===== src/rtl/rv32_pkg.sv =====
// Shared rv32 core types: writeback source select, load funct3 codes
// and writeback-stage FSM states.
package rv32_pkg;

    typedef enum logic [1:0] {
        WB_NONE = 2'd0,
        WB_ALU  = 2'd1,
        WB_LOAD = 2'd2,
        WB_PC4  = 2'd3
    } wb_sel_e;

    localparam logic [2:0] F3_LB  = 3'b000;
    localparam logic [2:0] F3_LH  = 3'b001;
    localparam logic [2:0] F3_LW  = 3'b010;
    localparam logic [2:0] F3_LBU = 3'b100;
    localparam logic [2:0] F3_LHU = 3'b101;

    typedef enum logic [1:0] {
        S_IDLE      = 2'd0,
        S_WRITE     = 2'd1,
        S_WAIT_LOAD = 2'd2
    } wb_state_e;

endpackage


===== src/rtl/load_align.sv =====
// Little-endian load alignment and sign/zero extension.
// Purely combinational; also used by the debug memory-read path.
module load_align
    import rv32_pkg::*;
(
    input  logic [31:0] i_data,
    input  logic [1:0]  i_off,
    input  logic [2:0]  i_funct3,
    output logic [31:0] o_data
);

    logic [7:0]  w_byte;
    logic [15:0] w_half;
    logic [31:0] w_shift;

    assign w_shift = i_data >> {i_off, 3'b000};
    assign w_byte  = w_shift[7:0];
    // Halves ignore addr[0]; misalignment is caught upstream.
    assign w_half  = i_off[1] ? i_data[31:16] : i_data[15:0];

    always_comb begin
        o_data = i_data;
        case (i_funct3)
            F3_LB:   o_data = {{24{w_byte[7]}}, w_byte};
            F3_LBU:  o_data = {24'd0, w_byte};
            F3_LH:   o_data = {{16{w_half[15]}}, w_half};
            F3_LHU:  o_data = {16'd0, w_half};
            F3_LW:   o_data = i_data;
            default: o_data = i_data;
        endcase
    end

endmodule


===== src/rtl/writeback_stage.sv =====
// Final rv32 pipeline stage: one register write per retired instruction,
// load response alignment, bypass copy and 64-bit instret.
module writeback_stage
    import rv32_pkg::*;
(
    input  logic        clk,
    input  logic        rst_n,
    input  logic        m_valid,
    output logic        m_ready,
    input  logic [4:0]  m_rd,
    input  logic [1:0]  m_wb_sel,
    input  logic [31:0] m_alu_result,
    input  logic [31:0] m_pc,
    input  logic [2:0]  m_funct3,
    input  logic        rsp_valid,
    input  logic [31:0] rsp_data,
    output logic        w_en,
    output logic [4:0]  rd,
    output logic [31:0] w_data,
    output logic        fwd_valid,
    output logic [4:0]  fwd_rd,
    output logic [31:0] fwd_data,
    output logic        retire,
    output logic [63:0] instret
);

    wb_state_e   r_state;
    logic [4:0]  r_rd;
    logic        r_wen;
    logic [31:0] r_result;
    logic [1:0]  r_off;
    logic [2:0]  r_f3;
    logic [63:0] r_instret;

    wb_sel_e     w_sel;
    logic        w_accept;
    logic [31:0] w_result;
    logic [31:0] w_load_data;

    assign w_sel    = wb_sel_e'(m_wb_sel);
    assign m_ready  = (r_state != S_WAIT_LOAD);
    assign w_accept = m_valid && m_ready;

    always_comb begin
        w_result = 32'd0;
        case (w_sel)
            WB_ALU:  w_result = m_alu_result;
            WB_PC4:  w_result = m_pc + 32'd4;
            default: w_result = 32'd0;
        endcase
    end

    load_align u_align (
        .i_data   (rsp_data),
        .i_off    (r_off),
        .i_funct3 (r_f3),
        .o_data   (w_load_data)
    );

    always_ff @(posedge clk or negedge rst_n) begin
        if (!rst_n) begin
            r_state   <= S_IDLE;
            r_rd      <= 5'd0;
            r_wen     <= 1'b0;
            r_result  <= 32'd0;
            r_off     <= 2'd0;
            r_f3      <= 3'd0;
            r_instret <= 64'd0;
        end else begin
            if (r_state == S_WRITE)
                r_instret <= r_instret + 64'd1;
            r_wen <= 1'b0;
            case (r_state)
                S_WAIT_LOAD: begin
                    if (rsp_valid) begin
                        r_state  <= S_WRITE;
                        r_result <= w_load_data;
                        r_wen    <= (r_rd != 5'd0);
                    end
                end
                default: begin
                    if (w_accept) begin
                        r_rd  <= m_rd;
                        r_off <= m_alu_result[1:0];
                        r_f3  <= m_funct3;
                        if (w_sel == WB_LOAD) begin
                            r_state <= S_WAIT_LOAD;
                        end else begin
                            r_state  <= S_WRITE;
                            r_result <= w_result;
                            r_wen    <= (m_rd != 5'd0) && (w_sel != WB_NONE);
                        end
                    end else begin
                        r_state <= S_IDLE;
                    end
                end
            endcase
        end
    end

    assign w_en      = r_wen;
    assign rd        = r_rd;
    assign w_data    = r_result;
    assign retire    = (r_state == S_WRITE);
    assign instret   = r_instret;
    assign fwd_valid = r_wen;
    assign fwd_rd    = r_rd;
    assign fwd_data  = r_result;

endmodule


===== config.mk =====
export PLATFORM = sky130hd
export DESIGN_NAME = writeback_stage
export DESIGN_NICKNAME = d
export VERILOG_FILES = /design/src/rtl/rv32_pkg.sv /design/src/rtl/load_align.sv /design/src/rtl/writeback_stage.sv
export SDC_FILE = /design/constraint.sdc
export NUM_CORES = 1
export LEC_CHECK = 0
export CAP_MARGIN = 25
export CORE_ASPECT_RATIO = 1.1
export CORE_MARGIN = 2
export CORE_UTILIZATION = 49
export DETAILED_ROUTE_END_ITERATION = 8
export GPL_TIMING_DRIVEN = 0
export PLACE_DENSITY = 0.88
export SKIP_CTS_REPAIR_TIMING = 1
export SLEW_MARGIN = 0
export SYNTH_ARGS = -nofsm -noshare
export SYNTH_HDL_FRONTEND = slang
export SYNTH_SLANG_ARGS = --single-unit

===== constraint.sdc =====
create_clock -name clk -period 3 [get_ports clk]
set_input_delay 0.45 -clock clk [delete_from_list [all_inputs] [get_ports clk]]
set_output_delay 0.45 -clock clk [all_outputs]
set_load 0.02 [all_outputs]

**Word level (Yosys, flattened, before mapping)**

Cells that the tools add are included.

- Flip-flop bits (word level): 109

- Shifts and indexed selects: 1
- Add/sub/neg operators: 2
- Mux-type cells: 15
- Equal/unequal tests: 11
- Reduce and logical (&&, ||, !) cells: 9
- Bitwise operators: 1

Operator list:

| cell | count |
|---|---|
| 32-bit 2-to-1 mux | 4 |
| 32-bit case mux with 4 select lines | 1 |
| 64-bit by 1-bit adder with 64-bit output, second input constant | 1 |
| 32-bit case mux with 2 select lines | 1 |
| 32-bit by 3-bit adder with 32-bit output, second input constant | 1 |
| 32-bit by 5-bit right shift with 8-bit output | 1 |
| 16-bit 2-to-1 mux | 1 |
| 5-bit nonzero test | 2 |
| 2-bit 2-to-1 mux | 4 |
| 2-bit == test, second input constant | 3 |
| 3-bit == test, second input constant | 2 |
| 2-bit by 1-bit == test with 1-bit output, second input constant | 2 |
| 1-bit 2-to-1 mux | 4 |
| 2-bit inequality test, second input constant | 2 |
| 2-bit nonzero test | 2 |
| 3-bit by 1-bit == test with 1-bit output, second input constant | 1 |
| 3-bit logical NOT | 1 |
| 3-bit AND reduction | 1 |
| 1-bit logical AND | 2 |
| 2-bit by 1-bit inequality test with 1-bit output, second input constant | 1 |
| 2-bit AND reduction | 1 |
| 1-bit NOT | 1 |

**Depth between registers and ports, before layout**

- Depth after elaboration: 5
- Mapped depth: 7
- Depth with buffers taken out: 7

**Modules after synthesis**

From an unflattened synthesis, not the netlist that was laid out.

- Cells, all modules: 738
- Area, all modules: 6723.9 um^2

By module, submodules not included:

| module | area an instance (um^2) | cells an instance | instances |
|---|---|---|---|
| writeback_stage | 6095.8 | 629 | 1 |
| load_align | 628.1 | 109 | 1 |

**Worst setup path before layout**

OpenSTA, ideal clock, no wires.

- Path kind: reg-to-reg
- Start point: register r_instret[0], in the netlist instret[0]
- End point: register r_instret[38], in the netlist instret[38]
- Arrival time: 1.952 ns
- Clock period less this slack: 2.032 ns
- Cell stages (with the launch flop): 8
- Path slack: 0.968 ns
- Setup time: 0.080 ns
- Path through: dfrtp_1 > ha_1 > nand2_1 > nor4_2 > nand4_2 > buf_2 > nor3_2 > xnor2_1

- Cells in the longest elaborated chain, start to end: 1

Ends and longest elaborated chain:

| what | line | RTL |
|---|---|---|
| from (decl) | writeback_stage.sv:33 | `logic [63:0] r_instret;` |
| from (signal assigned) | writeback_stage.sv:71 | `r_instret <= r_instret + 64'd1;` |
| 64-bit by 1-bit adder with 64-bit output | writeback_stage.sv:71 |  |

No other way between the ends.
A chain may end at the register's enable or synchronous reset.

**Final worst setup path**

- Start point: register r_state[1]
- End point: output m_ready

- Cells in the longest elaborated chain, start to end: 1

Ends and longest elaborated chain:

| what | line | RTL |
|---|---|---|
| from (decl) | writeback_stage.sv:27 | `wb_state_e r_state;` |
| from (signal assigned) | writeback_stage.sv:62 | `r_state <= S_IDLE;` |
| from (signal assigned) | writeback_stage.sv:76 | `r_state <= S_WRITE;` |
| from (signal assigned) | writeback_stage.sv:87 | `r_state <= S_WAIT_LOAD;` |
| 2-bit inequality test | writeback_stage.sv:41 | `assign m_ready = (r_state != S_WAIT_LOAD);` |
| to (decl) | writeback_stage.sv:9 | `output logic m_ready,` |

No other way between the ends.

==> metrics.txt <==
# TYPE chip_impl_metric gauge
chip_impl_metric{name="clock_tree.htree_level_count",unit=""} 3
chip_impl_metric{name="finalInstanceArea",unit="um2"} 9720
chip_impl_metric{name="number_of_violations_reported_at_the_end_of_detailed_routing_iteration_0",unit=""} 660
chip_impl_metric{name="report.final.slew_viol_count",unit=""} 0
chip_impl_metric{name="path_max_fanout",unit=""} 10
chip_impl_info{name="worst_setup_path_start_kind",value="flop"} 1
chip_impl_metric{name="postSynthNetCount",unit=""} 834
chip_impl_info{name="path_cells",value="and2b_1 -> inv_1 -> clkbuf_1 -> clkdlybuf4s50_1"} 1
chip_impl_metric{name="avgViaCountPerCell",unit=""} 5.74
chip_impl_info{name="cpMaxStageDelayCell",value="sky130_fd_sc_hd__clkdlybuf4s50_1"} 1
chip_impl_metric{name="number_of_synthesized_flops_with_an_enable_pin",unit=""} 0
chip_impl_metric{name="final.setup.tns",unit="ns"} 0
chip_impl_metric{name="r2r_slack",unit="ns"} 0.60
chip_impl_metric{name="port-buffer-count",unit=""} 250
chip_impl_metric{name="grt_pass1_wl",unit="mm"} 33.7
chip_impl_metric{name="async_flop_share",unit=""} 1.00
chip_impl_info{name="post_synth_most_frequent_cells",value="sky130_fd_sc_hd__dfrtp_1, sky130_fd_sc_hd__nand2_1, sky130_fd_sc_hd__nor2_1"} 1
chip_impl_metric{name="crit_path_max_incr_delay",unit="ns"} 0.76
chip_impl_metric{name="placement.setup.worst_slack",unit="ns"} -0.0552
chip_impl_metric{name="cts.sinks",unit=""} 109
chip_impl_metric{name="max_cap_violations",unit=""} 0
chip_impl_metric{name="slew-limit-headroom",unit=""} 0.281
chip_impl_metric{name="cts_max_path_buffers",unit=""} 2
chip_impl_metric{name="die_width",unit="um"} 115
chip_impl_metric{name="post-synth-top-area-fraction",unit=""} 0.408
chip_impl_metric{name="dr.pass1.iters",unit=""} 5
chip_impl_info{name="cell_taking_the_most_area_after_synthesis",value="sky130_fd_sc_hd__dfrtp_1"} 1
chip_impl_metric{name="initial_antenna_violation_count",unit=""} 0
chip_impl_metric{name="drive_above_1_share",unit=""} 0.100
chip_impl_info{name="crit_path_end_kind",value="output port"} 1
chip_impl_metric{name="route.antenna.remaining_nets",unit=""} 0
chip_impl_metric{name="finalWeightedCongestion",unit=""} 0.970
chip_impl_metric{name="synth_cells",unit=""} 722
chip_impl_metric{name="timing_hold_violations_final",unit=""} 0
chip_impl_metric{name="synth-seq-area-share",unit=""} 0.408
chip_impl_metric{name="fp_rows",unit=""} 44
chip_impl_metric{name="vias",unit=""} 6724
chip_impl_metric{name="detailed_place.area",unit="um2"} 9450
chip_impl_metric{name="yosysWarningCount",unit=""} 0
chip_impl_metric{name="fmax",unit="GHz"} 0.343
chip_impl_metric{name="fillerInstances",unit=""} 975
chip_impl_info{name="critical_path_class",value="flop to output port"} 1
chip_impl_info{name="cts_tree",value="yes"} 1
chip_impl_info{name="post-synth-top-count-cell",value="sky130_fd_sc_hd__dfrtp_1"} 1
chip_impl_metric{name="yosys_register_bits",unit=""} 109
chip_impl_metric{name="powerDensity",unit="nW/um2"} 474
chip_impl_metric{name="worstSkewPairLatency",unit="ns"} 0.34
chip_impl_info{name="rr_endpoint",value="fwd_data[26]"} 1
chip_impl_metric{name="core_area",unit="um2"} 13300
chip_impl_metric{name="post_synthesis_instance_area",unit="um2"} 6690
chip_impl_info{name="rsz0062_at_grt",value="no"} 1
chip_impl_metric{name="layout.nets",unit=""} 1096
chip_impl_metric{name="pin_count",unit=""} 252
chip_impl_metric{name="insertedDiodeCount",unit=""} 0
chip_impl_metric{name="clk_transition_reported_paths",unit="ns"} 0.08
chip_impl_metric{name="ff2ff_path_depth",unit=""} 7
chip_impl_metric{name="final.hold.worst_slack",unit="ns"} 0.0775
chip_impl_metric{name="cp_data_arrival_time",unit="ns"} 2.47
chip_impl_metric{name="ir_drop",unit="uV"} 307
chip_impl_metric{name="worst-endpoint-required",unit="ns"} 2.55
chip_impl_metric{name="synth_cell_types",unit=""} 62
chip_impl_metric{name="report.final.setup_viol",unit=""} 0
chip_impl_metric{name="first_global_vias",unit=""} 6489
chip_impl_info{name="synth_top_cells_by_area",value="sky130_fd_sc_hd__dfrtp_1, sky130_fd_sc_hd__xor2_1, sky130_fd_sc_hd__xnor2_1, sky130_fd_sc_hd__buf_4, sky130_fd_sc_hd__nand2_1"} 1
chip_impl_metric{name="die-area",unit="um2"} 14600
chip_impl_metric{name="fin_skew",unit="ns"} 0.0110
chip_impl_metric{name="tightestPinTransition",unit="ns"} 1.06
chip_impl_metric{name="hpwl_after_dpl",unit="mm"} 17.4
chip_impl_metric{name="layout_worst_path_cycle_share",unit=""} 0.972
chip_impl_metric{name="tritoncts.num_buffers",unit=""} 9
chip_impl_metric{name="finalPower",unit="uW"} 4610
chip_impl_info{name="cts_root_buf",value="sky130_fd_sc_hd__clkbuf_16"} 1
chip_impl_metric{name="drt_drc_violations_left",unit=""} 0
chip_impl_metric{name="maximum_number_of_pins_on_one_net_before_global_route_repair",unit=""} 72
chip_impl_metric{name="postSynthAreaPerCell",unit="um2"} 9.27
chip_impl_metric{name="start_util",unit=""} 0.504
chip_impl_metric{name="power.leakage",unit="uW"} 0.00407
chip_impl_metric{name="setup_ws",unit="ns"} 0.0846
chip_impl_metric{name="routed_wirelength",unit="mm"} 22.1
chip_impl_metric{name="globalRoute.totalOverflow",unit=""} 0
chip_impl_metric{name="die-height",unit="um"} 127
chip_impl_info{name="run_status",value="finished, final reports clean"} 1
chip_impl_metric{name="wl_per_cell",unit="um"} 18.8
chip_impl_metric{name="time_the_worst_path_needs_with_i_o_delays_and_setup",unit="ns"} 2.92
chip_impl_info{name="hold_path_class",value="input port to asynchronous set/reset pin"} 1
chip_impl_metric{name="syn_to_final_growth",unit="%"} 45.3
chip_impl_metric{name="grt.total_usage",unit=""} 0.297
chip_impl_info{name="worst_r2r_startpoint",value="r_state[1]"} 1
chip_impl_info{name="synth_flop_cell",value="sky130_fd_sc_hd__dfrtp_1"} 1
-- worst max-delay path, delay by kind of cell (launching register included) --
family | cells | cell delay (ns)
flops | 1 | 0.45
buf+inv | 3 | 1.39
simple gates | 1 | 0.28
-- worst max path at each step --
stage	startpoint	endpoint	depth (start not counted)
finish	r_state[1]	m_ready	4
global route	r_state[1]	m_ready	4
CTS	r_state[1]	m_ready	4
detailed placement	m_pc[2]	fwd_data[20]	7
global placement	rst_n	fwd_data[26]	1
floorplan	instret[0]	instret[38]	7
-- registers in the layout (all words and copies together) (netlist names) --
signal	flops
r_f3	3
fwd_valid	1
instret	64
fwd_rd	5
fwd_data	32
r_off	2
r_state	2
-- kinds of logic (layout without fill, tap and decap cells) --
kind of cell | after synthesis | after routing | share of synthesized area
and+or+nand+nor | 289 | 289 | 0.237
AOI/OAI and AO/OA | 125 | 125 | 0.132
DFF | 109 | 109 | 0.408
buffers and inverters | 92 | 358 | 0.0742
xor gates and xnor gates | 84 | 84 | 0.110
muxes | 21 | 21 | 0.0361
adders and majority gates | 2 | 2 | 0.00374
-- metrics by stage --
stage	std cells	utilization
final	1172	0.733
after global routing	1172	0.733
after CTS	1172	0.733
after detailed placement	1157	0.712
after global placement	1156	0.710
after floorplan	722	-
-- routing by layer --
| metal | track usage | routed length, um | part of all wire |
|---|---|---|---|
| met1 | 0.360 | 8250 | 0.37 |
| met2 | 0.497 | 10700 | 0.49 |
| met3 | 0.0616 | 1960 | 0.089 |
| met4 | 0.153 | 1120 | 0.051 |
| met5 | 0 | 0 | 0 |
-- cell type report --
type	count	area [um2]	area share
Sequential cell	109	2730	0.281
Multi-Input combinational cell	521	3470	0.357
Timing Repair Buffer	251	2530	0.260
Buffer	64	392	0.0403
Tap cell	184	230	0.0237
Inverter	28	105	0.0108
Clock buffer	10	229	0.0235
Clock inverter	5	45.0	0.00463
-- cell usage in the layout, fill, tap and decap left out, drive strengths merged, types with 11 or more instances in the layout --
master,n
a21oi,26
a221oi,12
a31oi,11
and2,13
and3,16
buf,47
clkbuf,29
clkdlybuf4s50,249
dfrtp,109
inv,30
mux2,15
nand2,61
nand3,39
nand4,23
nor2,57
nor3,30
nor4,18
o21ai,17
xnor2,38
xor2,46
-- power by group --
part / internal, uW / switching [uW] / leakage (uW)
clock: 572 / 550 / 0.000131
sequential: 1620 / 178 / 0.00142
combinational: 867 / 826 / 0.00252
Power figures use the tool's default switching activity.
